--- src/rtl/operator_sweep.sv ---
// operator_sweep: steps two operands through a programmed arithmetic sweep,
// evaluates a selectable comparison predicate on each vector and tallies
// the hit count and the index of the first hit.
module operator_sweep #(
  parameter int unsigned WIDTH = 32,
  parameter int unsigned CNT_W = 16
) (
  input  logic             clk,
  input  logic             reset,
  input  logic             start,
  input  logic [2:0]       op,
  input  logic [WIDTH-1:0] a_init,
  input  logic [WIDTH-1:0] b_init,
  input  logic [WIDTH-1:0] a_step,
  input  logic [WIDTH-1:0] b_step,
  input  logic [CNT_W-1:0] count,
  output logic             busy,
  output logic             done,
  output logic             out1,
  output logic [CNT_W-1:0] hits,
  output logic [CNT_W-1:0] first_idx,
  output logic             first_valid,
  output logic [1:0]       fsm_state
);

  typedef enum logic [1:0] {
    S_IDLE = 2'd0,
    S_LOAD = 2'd1,
    S_EVAL = 2'd2,
    S_DONE = 2'd3
  } state_e;

  state_e state_q, state_d;

  logic [2:0]       op_q, op_d;
  logic [WIDTH-1:0] a_init_q, a_init_d;
  logic [WIDTH-1:0] b_init_q, b_init_d;
  logic [WIDTH-1:0] a_step_q, a_step_d;
  logic [WIDTH-1:0] b_step_q, b_step_d;
  logic [CNT_W-1:0] count_q, count_d;
  logic [WIDTH-1:0] a_cur_q, a_cur_d;
  logic [WIDTH-1:0] b_cur_q, b_cur_d;
  logic [CNT_W-1:0] idx_q, idx_d;
  logic [CNT_W-1:0] hits_q, hits_d;
  logic [CNT_W-1:0] first_idx_q, first_idx_d;
  logic             first_valid_q, first_valid_d;
  logic             out1_q, out1_d;
  logic             busy_q, busy_d;
  logic             done_q, done_d;
  logic             pred;

  // State register
  always_ff @(posedge clk or negedge reset) begin
    if (!reset) state_q <= S_IDLE;
    else        state_q <= state_d;
  end

  // Next-state logic; the last vector is the one whose index is count-1
  always_comb begin
    state_d = state_q;
    case (state_q)
      S_IDLE: if (start) state_d = S_LOAD;
      S_LOAD: state_d = (count_q == '0) ? S_DONE : S_EVAL;
      S_EVAL: if (idx_q == count_q - CNT_W'(1)) state_d = S_DONE;
      S_DONE: state_d = S_IDLE;
      default: state_d = S_IDLE;
    endcase
  end

  // Predicate on the current operand pair
  always_comb begin
    pred = 1'b0;
    case (op_q)
      3'd0: pred = (a_cur_q == b_cur_q);
      3'd1: pred = (a_cur_q != b_cur_q);
      3'd2: pred = (a_cur_q < b_cur_q);
      3'd3: pred = (a_cur_q > b_cur_q);
      3'd4: pred = ($signed(a_cur_q) < $signed(b_cur_q));
      3'd5: pred = ($signed(a_cur_q) > $signed(b_cur_q));
      3'd6: pred = |(a_cur_q & b_cur_q);
      3'd7: pred = (|a_cur_q) && (|b_cur_q);
      default: pred = 1'b0;
    endcase
  end

  // Output and datapath next-state logic
  always_comb begin
    op_d          = op_q;
    a_init_d      = a_init_q;
    b_init_d      = b_init_q;
    a_step_d      = a_step_q;
    b_step_d      = b_step_q;
    count_d       = count_q;
    a_cur_d       = a_cur_q;
    b_cur_d       = b_cur_q;
    idx_d         = idx_q;
    hits_d        = hits_q;
    first_idx_d   = first_idx_q;
    first_valid_d = first_valid_q;
    out1_d        = out1_q;
    busy_d        = (state_d == S_LOAD) || (state_d == S_EVAL);
    done_d        = (state_d == S_DONE);
    case (state_q)
      S_IDLE: begin
        if (start) begin
          op_d     = op;
          a_init_d = a_init;
          b_init_d = b_init;
          a_step_d = a_step;
          b_step_d = b_step;
          count_d  = count;
        end
      end
      S_LOAD: begin
        a_cur_d       = a_init_q;
        b_cur_d       = b_init_q;
        idx_d         = '0;
        hits_d        = '0;
        first_idx_d   = '0;
        first_valid_d = 1'b0;
        out1_d        = 1'b0;
      end
      S_EVAL: begin
        out1_d = pred;
        if (pred) begin
          hits_d = hits_q + CNT_W'(1);
          if (!first_valid_q) begin
            first_idx_d   = idx_q;
            first_valid_d = 1'b1;
          end
        end
        a_cur_d = a_cur_q + a_step_q;
        b_cur_d = b_cur_q + b_step_q;
        idx_d   = idx_q + CNT_W'(1);
      end
      default: ;
    endcase
  end

  // Datapath and output registers
  always_ff @(posedge clk or negedge reset) begin
    if (!reset) begin
      op_q          <= '0;
      a_init_q      <= '0;
      b_init_q      <= '0;
      a_step_q      <= '0;
      b_step_q      <= '0;
      count_q       <= '0;
      a_cur_q       <= '0;
      b_cur_q       <= '0;
      idx_q         <= '0;
      hits_q        <= '0;
      first_idx_q   <= '0;
      first_valid_q <= 1'b0;
      out1_q        <= 1'b0;
      busy_q        <= 1'b0;
      done_q        <= 1'b0;
    end else begin
      op_q          <= op_d;
      a_init_q      <= a_init_d;
      b_init_q      <= b_init_d;
      a_step_q      <= a_step_d;
      b_step_q      <= b_step_d;
      count_q       <= count_d;
      a_cur_q       <= a_cur_d;
      b_cur_q       <= b_cur_d;
      idx_q         <= idx_d;
      hits_q        <= hits_d;
      first_idx_q   <= first_idx_d;
      first_valid_q <= first_valid_d;
      out1_q        <= out1_d;
      busy_q        <= busy_d;
      done_q        <= done_d;
    end
  end

  assign busy        = busy_q;
  assign done        = done_q;
  assign out1        = out1_q;
  assign hits        = hits_q;
  assign first_idx   = first_idx_q;
  assign first_valid = first_valid_q;
  assign fsm_state   = state_q;

endmodule

--- config.mk ---
export PLATFORM = sky130hd
export DESIGN_NAME = operator_sweep
export DESIGN_NICKNAME = d
export VERILOG_FILES = /design/src/rtl/operator_sweep.sv
export SDC_FILE = /design/constraint.sdc
export NUM_CORES = 1
export LEC_CHECK = 0
export BUFFER_PORTS_ARGS = -buffer_cell sky130_fd_sc_hd__clkbuf_2
export CORE_ASPECT_RATIO = 0.75
export CORE_MARGIN = 2
export CORE_UTILIZATION = 50
export DETAILED_ROUTE_END_ITERATION = 12
export GPL_TIMING_DRIVEN = 0
export PLACE_DENSITY_LB_ADDON = 0.08
export SLEW_MARGIN = 15
export SYNTH_ARGS = -nofsm -noshare
export SYNTH_HDL_FRONTEND = slang
export SYNTH_SLANG_ARGS = --single-unit
--- constraint.sdc ---
create_clock -name clk -period 2.76 [get_ports clk]
set_input_delay 0.552 -clock clk [delete_from_list [all_inputs] [get_ports clk]]
set_output_delay 0.552 -clock clk [all_outputs]
set_load 0.01 [all_outputs]
==> results of run 1 <==
## cell usage after synthesis (36+ instances only)
| master | count |
|---|---|
| xnor2_1 | 63 |
| mux2i_1 | 42 |
| nor2_1 | 110 |
| a21oi_1 | 129 |
| nor2b_1 | 36 |
| inv_1 | 61 |
| ha_1 | 135 |
| nand2_1 | 77 |
| dfrtp_1 | 265 |
| clkbuf_1 | 51 |
| mux2_2 | 148 |
| o21ai_0 | 47 |
## flip-flops by register name, indices dropped and copies added, names as in the netlist, 2 cells and up
signal,flops
fsm_state,2
a_init_q,32
hits,16
b_cur_q,32
first_idx,16
op_q,3
b_init_q,32
idx_q,16
b_step_q,32
count_q,16
a_cur_q,32
a_step_q,32
## final timing paths
kind | startpoint | endpoint | slack [ps] | cells past startpoint
min | b_step[19] | b_step_q[19] | 200 | 2
max reg2reg | a_cur_q[21] | first_idx[12] | -370 | 14
max in group asynchronous | reset | count_q[3] | 1040 | 4
min in group asynchronous | reset | a_init_q[14] | 520 | 2
min reg2reg | b_init_q[5] | b_init_q[5] | 500 | 1
max | a_cur_q[21] | first_idx[12] | -370 | 14
## repair_timing
action                                 4_1_cts  5_1_grt
setup buffers                               83       35
resized for setup                          212      124
endpoints found under the hold margin       58        0
hold buffers                                 1        0
setup endpoints to repair                   92      158
cloned                                       2        2
pin swaps                                   73       70
## final cells by class
class	count	share of cell area [%]
clock inverters	9	0.414
inverters	62	1.15
multi-input cells	1161	48.8
flip-flops and latches	265	32.2
repair buffers	310	9.77
plain buffers	58	1.44
clock buffers	43	3.87
well taps	406	2.44
## metrics by stage
step           utilization (%)  setup TNS, ps
2_1_floorplan                -          -2800
3_3_place_gp              56.0       -1217770
3_5_place_dp              56.3         -30240
4_1_cts                   63.9          -8590
5_1_grt                   66.4         -18790
6_report                  66.4         -12080
## layer usage
metal  vias to the layer above  track usage (%)  share of wire (%)
li1                       6299                -                  -
met1                      6703             45.3                 48
met2                       450             41.0                 42
met3                        61             6.29                8.1
met4                         0             5.19                1.6
met5                         -                0                  0
## logic make-up after synthesis
kind of cell | count (synthesis)
flip-flops | 265
AO/OA/AOI/OAI | 351
XOR/XNOR | 96
buffers and inverters | 121
adder cells (fa/ha/maj) | 137
AND/OR/NAND/NOR | 385
multiplexers | 191
==> results.json, run 1 <==
{
  "status": "complete, but fails checks",
  "violations": "setup timing",
  "drt_wl_total_mm": 49.6,
  "postPlaceCellArea_mm2": 0.0177,
  "drc": 0,
  "async_flop_share_pct": 100,
  "wl_per_cell_um": 21.5,
  "synth-main-ff-cell": "dfrtp_1",
  "synth_top_area_cell": "dfrtp_1",
  "place_congestion": 0.901,
  "crit_chain": "ha_4, a211oi_2, nor2_1, o31ai_2, a21oi_2, buf_4, nor4_4, mux2_4, o2111a_2, o21ai_4, or2_1, buf_6, clkbuf_16, o21ai_2",
  "yosys-top-cells-area": "dfrtp_1, ha_1, mux2_2",
  "syn_to_final_growth_pct": 30.1,
  "clockBufferDepth": 3,
  "dp_hpwl_mm": 34.5,
  "cts_root_buffer": "clkbuf_16",
  "fp.coreArea_mm2": 0.0314,
  "n_fill_cell": 2511,
  "synthMuxAreaShare_pct": 13.1,
  "crit_fanout": 8,
  "drive_gt1_share_pct": 40.6,
  "period_minus_slack_ps": 3130,
  "dp.cells": 2142,
  "synthDistinctLibCells": 77,
  "layout_commonest_cell": "dfrtp_1",
  "synth_warnings": 0,
  "clock_sinks": 265,
  "synth_xor_area_share_pct": 5.25,
  "ys_seq_elements": 265,
  "slowest_delay_ps": 460,
  "path_clk_slew_ps": 60,
  "tightest_slew_ps": 1000,
  "pin_count": 188,
  "insertion_delay_ps": 580,
  "layout_common_cells": "dfrtp_1, clkbuf_2, mux2_2",
  "startpoint_type": "flop",
  "clock.fmax_mhz": 319,
  "diodes": 0,
  "critPathKind": "reg2reg",
  "synth-compound-area-share_pct": 14.5,
  "yosysTopAreaCellShare_pct": 41.4,
  "grt_max_degree": 86,
  "fin_ws_ps": -374,
  "crit_path_top_delay_cell": "dfrtp_2",
  "track_usage_pct": 28.9,
  "finClkSkew_ps": 25.9,
  "htreeDepth": 1,
  "multi_input_area_mm2": 0.0102,
  "setup_viol": 50,
  "stdcell_count": 2314,
  "pre_cts_slack_ps": -633,
  "numCtsBuffers": 28,
  "drt_pre_antenna_iters": 5,
  "portBuffers": 187,
  "synth_top_family_by_area": "compound AO/OA/AOI/OAI gates",
  "crit_buf_inv": 3,
  "cp-end-kind": "flop",
  "start_util_pct": 51.0,
  "grt_pass1_wl_mm": 75.0,
  "synth_nets": 1833,
  "yosys.area_share.simple_pct": 11.9,
  "dieArea_mm2": 0.0335,
  "vias": 13500,
  "cp_top_family": "compound AO/OA/AOI/OAI gates",
  "antenna_left": 0,
  "synthCells": 1546,
  "cts_tree": "done",
  "row_count": 56,
  "grt_remaining_overflow": 0,
  "crit_arrival_ps": 3580,
  "finalHoldViolCount": 0,
  "syn_area_mm2": 0.0160,
  "syn_area_per_cell_um2": 10.4,
  "worst_hold_slack_ps": 204,
  "maxSlewHeadroom_pct": 33.0,
  "ff_latch_area_mm2": 0.00670,
  "nNetsFinal": 2173,
  "hp-class": "in2reg",
  "die_w_um": 211,
  "slew_viol_final": 0,
  "yosysSeqAreaShare_pct": 41.4,
  "grt_setup_unrepaired": "yes",
  "required_ps": 3210,
  "first_iter_violations": 1039,
  "dieHeight_um": 159,
  "antenna_found_initial": 0,
  "synth_fa_ha_area_share_pct": 10.8,
  "post-route-period-util_pct": 114,
  "post-route-cell-area_mm2": 0.0208,
  "maxCapViolations": 0,
  "grt_pass1_vias": 12900,
  "synth_edf_count": 0,
  "routed_via_density": 5.84
}
Power of run 1 is not shown: default switching activity piles up to over one toggle a cycle in this logic, so the estimate is an artifact.
==> run 2, diff against run 1 <==
CORE_UTILIZATION = 44   (was 50)
==> run 2 against run 1 <==
  * The run still ends with setup timing left
  * First-iteration DRC count decreased by 19%
  * Global-route usage decreased by 2.5 points
  * Utilization decreased by 8.0 points
  * Cell area increased by 0.52%
  * Worst hold slack improved by 8.0 ps
  * Clock skew decreased by 5.7 ps
  * Largest cell class unchanged
  * Highest routed layer unchanged
==> results.json, run 2 (same netlist as run 1, synthesis figures left out) <==
{
  "status": "complete, but fails checks",
  "violations": "setup timing",
  "antenna_found_initial": 0,
  "maxCapViolations": 0,
  "place_congestion": 0.892,
  "path_common_cell": "a211oi_2",
  "first_iter_violations": 843,
  "pwr_density_cell_mw_per_mm2": 1570,
  "dp_hpwl_mm": 35.6,
  "drc": 0,
  "dr_wl_met2_mm": 21.3,
  "total_leakage_power_nw": 9.38,
  "ir_worst_vdd_mv": 0.816,
  "cp_top_family": "compound AO/OA/AOI/OAI gates",
  "cp-end-kind": "flop",
  "grt_pass1_wl_mm": 76.8,
  "drt_wl_total_mm": 50.4,
  "dieHeight_um": 169,
  "fin_ws_ps": -373,
  "grt_setup_unrepaired": "yes",
  "crit_buf_inv": 1,
  "htreeDepth": 1,
  "start_util_pct": 44.6,
  "crit_chain": "buf_12, ha_4, a211oi_2, o211ai_1, a41oi_2, o311ai_4, a22oi_2, o31ai_4, a211oi_2, a311oi_2, mux2i_1, a221o_1",
  "cts_root_buffer": "clkbuf_16",
  "insertion_delay_ps": 570,
  "cts_tree": "done",
  "pre_cts_slack_ps": -593,
  "clock.fmax_mhz": 319,
  "wl_met1_mm": 25.1,
  "finClkSkew_ps": 20.1,
  "power.switching_w": 0.0148,
  "layout_common_cells": "dfrtp_1, clkbuf_2, mux2_2",
  "grt_max_degree": 86,
  "crit_arrival_ps": 3590,
  "wl_met3_mm": 3.16,
  "crit_fanout": 3,
  "path_clk_slew_ps": 60,
  "setup_viol": 55,
  "dieArea_mm2": 0.0380,
  "crit_path_top_delay_cell": "dfrtp_2",
  "dp.cells": 2201,
  "switching_share_pct": 44.9,
  "nNetsFinal": 2166,
  "diodes": 0,
  "power_frac_clock_pct": 12.9,
  "vias": 13400,
  "post-route-period-util_pct": 114,
  "startpoint_type": "flop",
  "layout_commonest_cell": "dfrtp_1",
  "p_int_w": 0.0181,
  "maxSlewHeadroom_pct": 31.9,
  "clockBufferDepth": 3,
  "pin_count": 188,
  "track_usage_pct": 26.3,
  "finalHoldViolCount": 0,
  "required_ps": 3210,
  "period_minus_slack_ps": 3130,
  "wl_per_cell_um": 21.3,
  "routed_via_density": 5.64,
  "die_w_um": 224,
  "numCtsBuffers": 29,
  "grt_remaining_overflow": 0,
  "drive_gt1_share_pct": 40.3,
  "seq_power_share_pct": 23.8,
  "antenna_left": 0,
  "top_layer": "met4",
  "grt_pass1_vias": 13100,
  "clock_sinks": 265,
  "slowest_delay_ps": 460,
  "slew_viol_final": 0,
  "hp-class": "in2reg",
  "combPwrFrac_pct": 63.3,
  "critPathKind": "reg2reg",
  "row_count": 60,
  "stdcell_count": 2366,
  "fp.coreArea_mm2": 0.0359,
  "drt_pre_antenna_iters": 5,
  "syn_to_final_growth_pct": 30.8,
  "tightest_slew_ps": 1020,
  "portBuffers": 187
}
-- run 2: cell count changes in the layout (fill, tap and decap cells not counted), sizes merged --
cell	delta
buf	-7
bufinv	+4
clkbuf	-1
clkinvlp	-2
nor2	-1
-- run 2: repair_timing --
| action | in CTS | in global routing |
|---|---|---|
| hold endpoints to repair | 54 | 0 |
| buffers inserted | 77 | 34 |
| pin swaps | 76 | 71 |
| resized for setup | 185 | 132 |
| cloned | 1 | 2 |
| hold buffers | 1 | 0 |
| setup endpoints to repair | 108 | 159 |
-- run 2: worst paths after layout --
| path | depth (start not counted) | endpoint | slack (ps) | start |
|---|---|---|---|---|
| hold reg to reg | 1 | out1 | 500 | out1 |
| setup reg to reg | 12 | b_cur_q[31] | -370 | b_cur_q[1] |
| setup / recovery | 12 | b_cur_q[31] | -370 | b_cur_q[1] |
| min in group asynchronous | 2 | a_step_q[12] | 510 | reset |
| hold / removal | 2 | a_init_q[15] | 210 | a_init[15] |
| max in group asynchronous | 4 | count_q[2] | 1060 | reset |
-- run 2: final cells by class --
class                           count  area, um^2
Fill cell                        3131       14900
Multi-Input combinational cell   1160       10100
Sequential cell                   265        6710
Timing Repair Buffer              304        2010
Clock buffer                       42         845
Tap cell                          465         582
Buffer                             57         304
Inverter                           62         236
Clock inverter                     11         183
-- run 2: per-layer routing --
| metal | GRT usage [%] | vias to the layer above |
|---|---|---|
| li1 | - | 6290 |
| met1 | 40.9 | 6595 |
| met2 | 39.0 | 410 |
| met3 | 3.88 | 59 |
| met4 | 4.95 | 0 |
| met5 | 0 | - |
-- run 2: power by group through the flow --
stage / Sequential (W) / Clock (W) / Combinational, W
6_report: 0.00781 / 0.00424 / 0.0208
5_1_grt: 0.00799 / 0.00448 / 0.0227
3_3_place_gp: 0.00776 / 0 / 0.0155
4_1_cts: 0.00773 / 0.00432 / 0.0188
2_1_floorplan: 0.00683 / 0 / 0.0123
3_5_place_dp: 0.00780 / 0 / 0.0158
-- run 2: through the flow --
step / setup TNS (ps) / area [um^2] / total power, W / util [%] / hold slack (ps)
6_report: -11790 / 20900 / 0.0329 / 58.4 / 212
4_1_cts: -10090 / 20100 / 0.0308 / 56.0 / 190
2_1_floorplan: -2800 / 16100 / 0.0191 / - / 256
5_1_grt: -20100 / 20900 / 0.0352 / 58.4 / 196
3_5_place_dp: -34270 / 17700 / 0.0236 / 49.4 / 483
3_3_place_gp: -1257270 / 17600 / 0.0233 / 49.2 / 477
(Power assumes the default switching activity.)
==> run 3, diff against run 2 <==
CELL_PAD_IN_SITES_DETAIL_PLACEMENT = 0   (was not set)
CELL_PAD_IN_SITES_GLOBAL_PLACEMENT = 1   (was not set)
CORE_MARGIN = not set   (was 2)
clock period = 2.9 ns   (was 2.76 ns; I/O delays follow)
==> run 3 against run 2 <==
  * The flow still finishes with violations (setup timing)
  * Die area shrank 2.1%
  * First-iteration DRC count up 31%
  * Register-to-register slack improved by 150 ps
  * Clock skew decreased by 6.1 ps
  * Utilization up 0.51 points
  * Global-route usage rose by 1.3 points
==> results.json, run 3 (same netlist as run 1, synthesis figures left out) <==
{
  "drc": 0,
  "row_count": 60,
  "htreeDepth": 1,
  "ir_worst_vdd_mv": 0.699,
  "final_core_util_pct": 58.9,
  "cts_tree": "done",
  "fin_ws_ps": -220,
  "crit_path_top_delay_cell": "dfrtp_1",
  "pre_cts_slack_ps": -512,
  "finClkSkew_ps": 14.0,
  "finalHoldViolCount": 0,
  "layout_commonest_cell": "dfrtp_1",
  "dieArea_mm2": 0.0372,
  "antenna_found_initial": 1,
  "crit_chain": "buf_4, ha_2, and3_4, nand3_1, o311ai_4, a22oi_2, o31ai_4, a211oi_2, a311oi_2, mux2i_1, a221o_1",
  "maxSlewHeadroom_pct": 32.4,
  "critPathKind": "reg2reg",
  "insertion_delay_ps": 580,
  "vias": 13500,
  "syn_to_final_growth_pct": 31.9,
  "period_minus_slack_ps": 3120,
  "place_congestion": 0.894,
  "grt_max_degree": 95,
  "maxCapViolations": 0,
  "cts_root_buffer": "clkbuf_16",
  "nNetsFinal": 2183,
  "die_w_um": 222,
  "start_util_pct": 44.6,
  "cp-end-kind": "flop",
  "first_iter_violations": 1106,
  "clock_sinks": 265,
  "grt_setup_unrepaired": "yes",
  "startpoint_type": "flop",
  "setup_viol": 43,
  "tightest_slew_ps": 1010,
  "numCtsBuffers": 29,
  "regToRegSetupSlack_ps": -220,
  "routed_via_density": 5.65,
  "crit_arrival_ps": 3580,
  "drt_pre_antenna_iters": 5,
  "crit_fanout": 5,
  "pwr_density_cell_mw_per_mm2": 1530,
  "antenna_left": 0,
  "timing.rr.end": "b_cur_q[31]",
  "portBuffers": 187,
  "slew_viol_final": 0,
  "grt_pass1_vias": 13400,
  "dp_hpwl_mm": 35.7,
  "total_leakage_power_nw": 9.45,
  "pin_count": 188,
  "min_path_cells": 2,
  "clockBufferDepth": 3,
  "dieHeight_um": 167,
  "grt_pass1_wl_mm": 78.5,
  "reg2reg_depth": 11,
  "fp.coreArea_mm2": 0.0359,
  "layout_common_cells": "dfrtp_1, clkbuf_2, mux2_2",
  "grt_remaining_overflow": 0,
  "post-route-period-util_pct": 108,
  "drt_wl_total_mm": 51.5,
  "hp-class": "in2reg",
  "drive_gt1_share_pct": 40.7,
  "violations": "setup timing",
  "slowest_delay_ps": 390,
  "worstHoldStart": "b_init[16]",
  "track_usage_pct": 27.6,
  "min_to": "b_init_q[16]",
  "wl_per_cell_um": 21.6,
  "path_clk_slew_ps": 70,
  "clock.fmax_mhz": 320,
  "required_ps": 3360,
  "status": "complete, but fails checks",
  "r2r-start": "b_cur_q[15]"
}
## run 3: cell count changes in the layout (fill, tap and decap cells not counted), sizes merged
cell / previous run / this run
clkbuf: 280 / 279
inv: 61 / 63
buf: 120 / 136
clkinvlp: 1 / 2
nor2: 111 / 112
clkinv: 6 / 4
diode: 0 / 1
## run 3: critical path, delay by kind of cell, from the launching register on
| family | cells | cell delay [ps] |
|---|---|---|
| AND/OR/NAND/NOR | 2 | 340 |
| multiplexers | 1 | 140 |
| adder cells (fa/ha/maj) | 1 | 380 |
| flip-flops | 1 | 390 |
| buffers and inverters | 1 | 160 |
| AO/OA/AOI/OAI | 6 | 1590 |
## run 3: power by group
group | total (W) | internal [W] | switching, W
clock | 0.00399 | 0.00241 | 0.00158
combinational | 0.0209 | 0.00996 | 0.0109
sequential | 0.00739 | 0.00548 | 0.00191
total | 0.0322 | 0.0178 | 0.0144
## run 3: area by class of cell
type / count / area [um^2]
fill: 3104 / 14800
buffer: 56 / 282
antenna: 1 / 2.50
multi-input combinational: 1161 / 10100
clock inverter: 12 / 195
timing repair buffer: 321 / 2170
inverter: 62 / 236
clock buffer: 41 / 821
sequential: 265 / 6700
tap: 465 / 582
## run 3: worst max-delay path by stage
| stage | to | from | depth (start not counted) |
|---|---|---|---|
| floorplan | first_idx[7] | a_cur_q[21] | 13 |
| global placement | count_q[14] | reset | 1 |
| detailed placement | b_cur_q[30] | b_cur_q[0] | 13 |
| CTS | b_cur_q[31] | b_step_q[1] | 11 |
| global route | hits[12] | a_cur_q[15] | 16 |
| finish | b_cur_q[31] | b_cur_q[15] | 11 |
## run 3: per-stage QoR
| stage | TNS, ps | instance area, um^2 | hold WS, ps | instances | power (W) |
|---|---|---|---|---|---|
| finish | -5830 | 21100 | 232 | 2384 | 0.0322 |
| global route | -10830 | 21100 | 218 | 2384 | 0.0344 |
| CTS | -4410 | 20400 | 211 | 2363 | 0.0302 |
| detailed placement | -24230 | 17700 | 483 | 2201 | 0.0224 |
| global placement | -1215230 | 17600 | 476 | 2198 | 0.0221 |
| floorplan | -10.1 | 16100 | 284 | 1546 | 0.0180 |
## run 3: repair_timing
item | 4_1_cts | 5_1_grt
endpoints found under the setup margin | 91 | 100
pin swaps | 105 | 69
cloned | 3 | 1
hold endpoints to repair | 23 | 0
gates resized for setup | 218 | 114
hold buffers | 1 | 0
setup buffers | 106 | 27
## run 3: layer usage
layer  vias up  global-route usage, %  routed length, um
li1       6331                      -                  -
met1      6715                   43.2              25700
met5         -                      0                  0
met2       382                   39.8              21400
met3        52                   4.25               3380
met4         0                   5.40                915
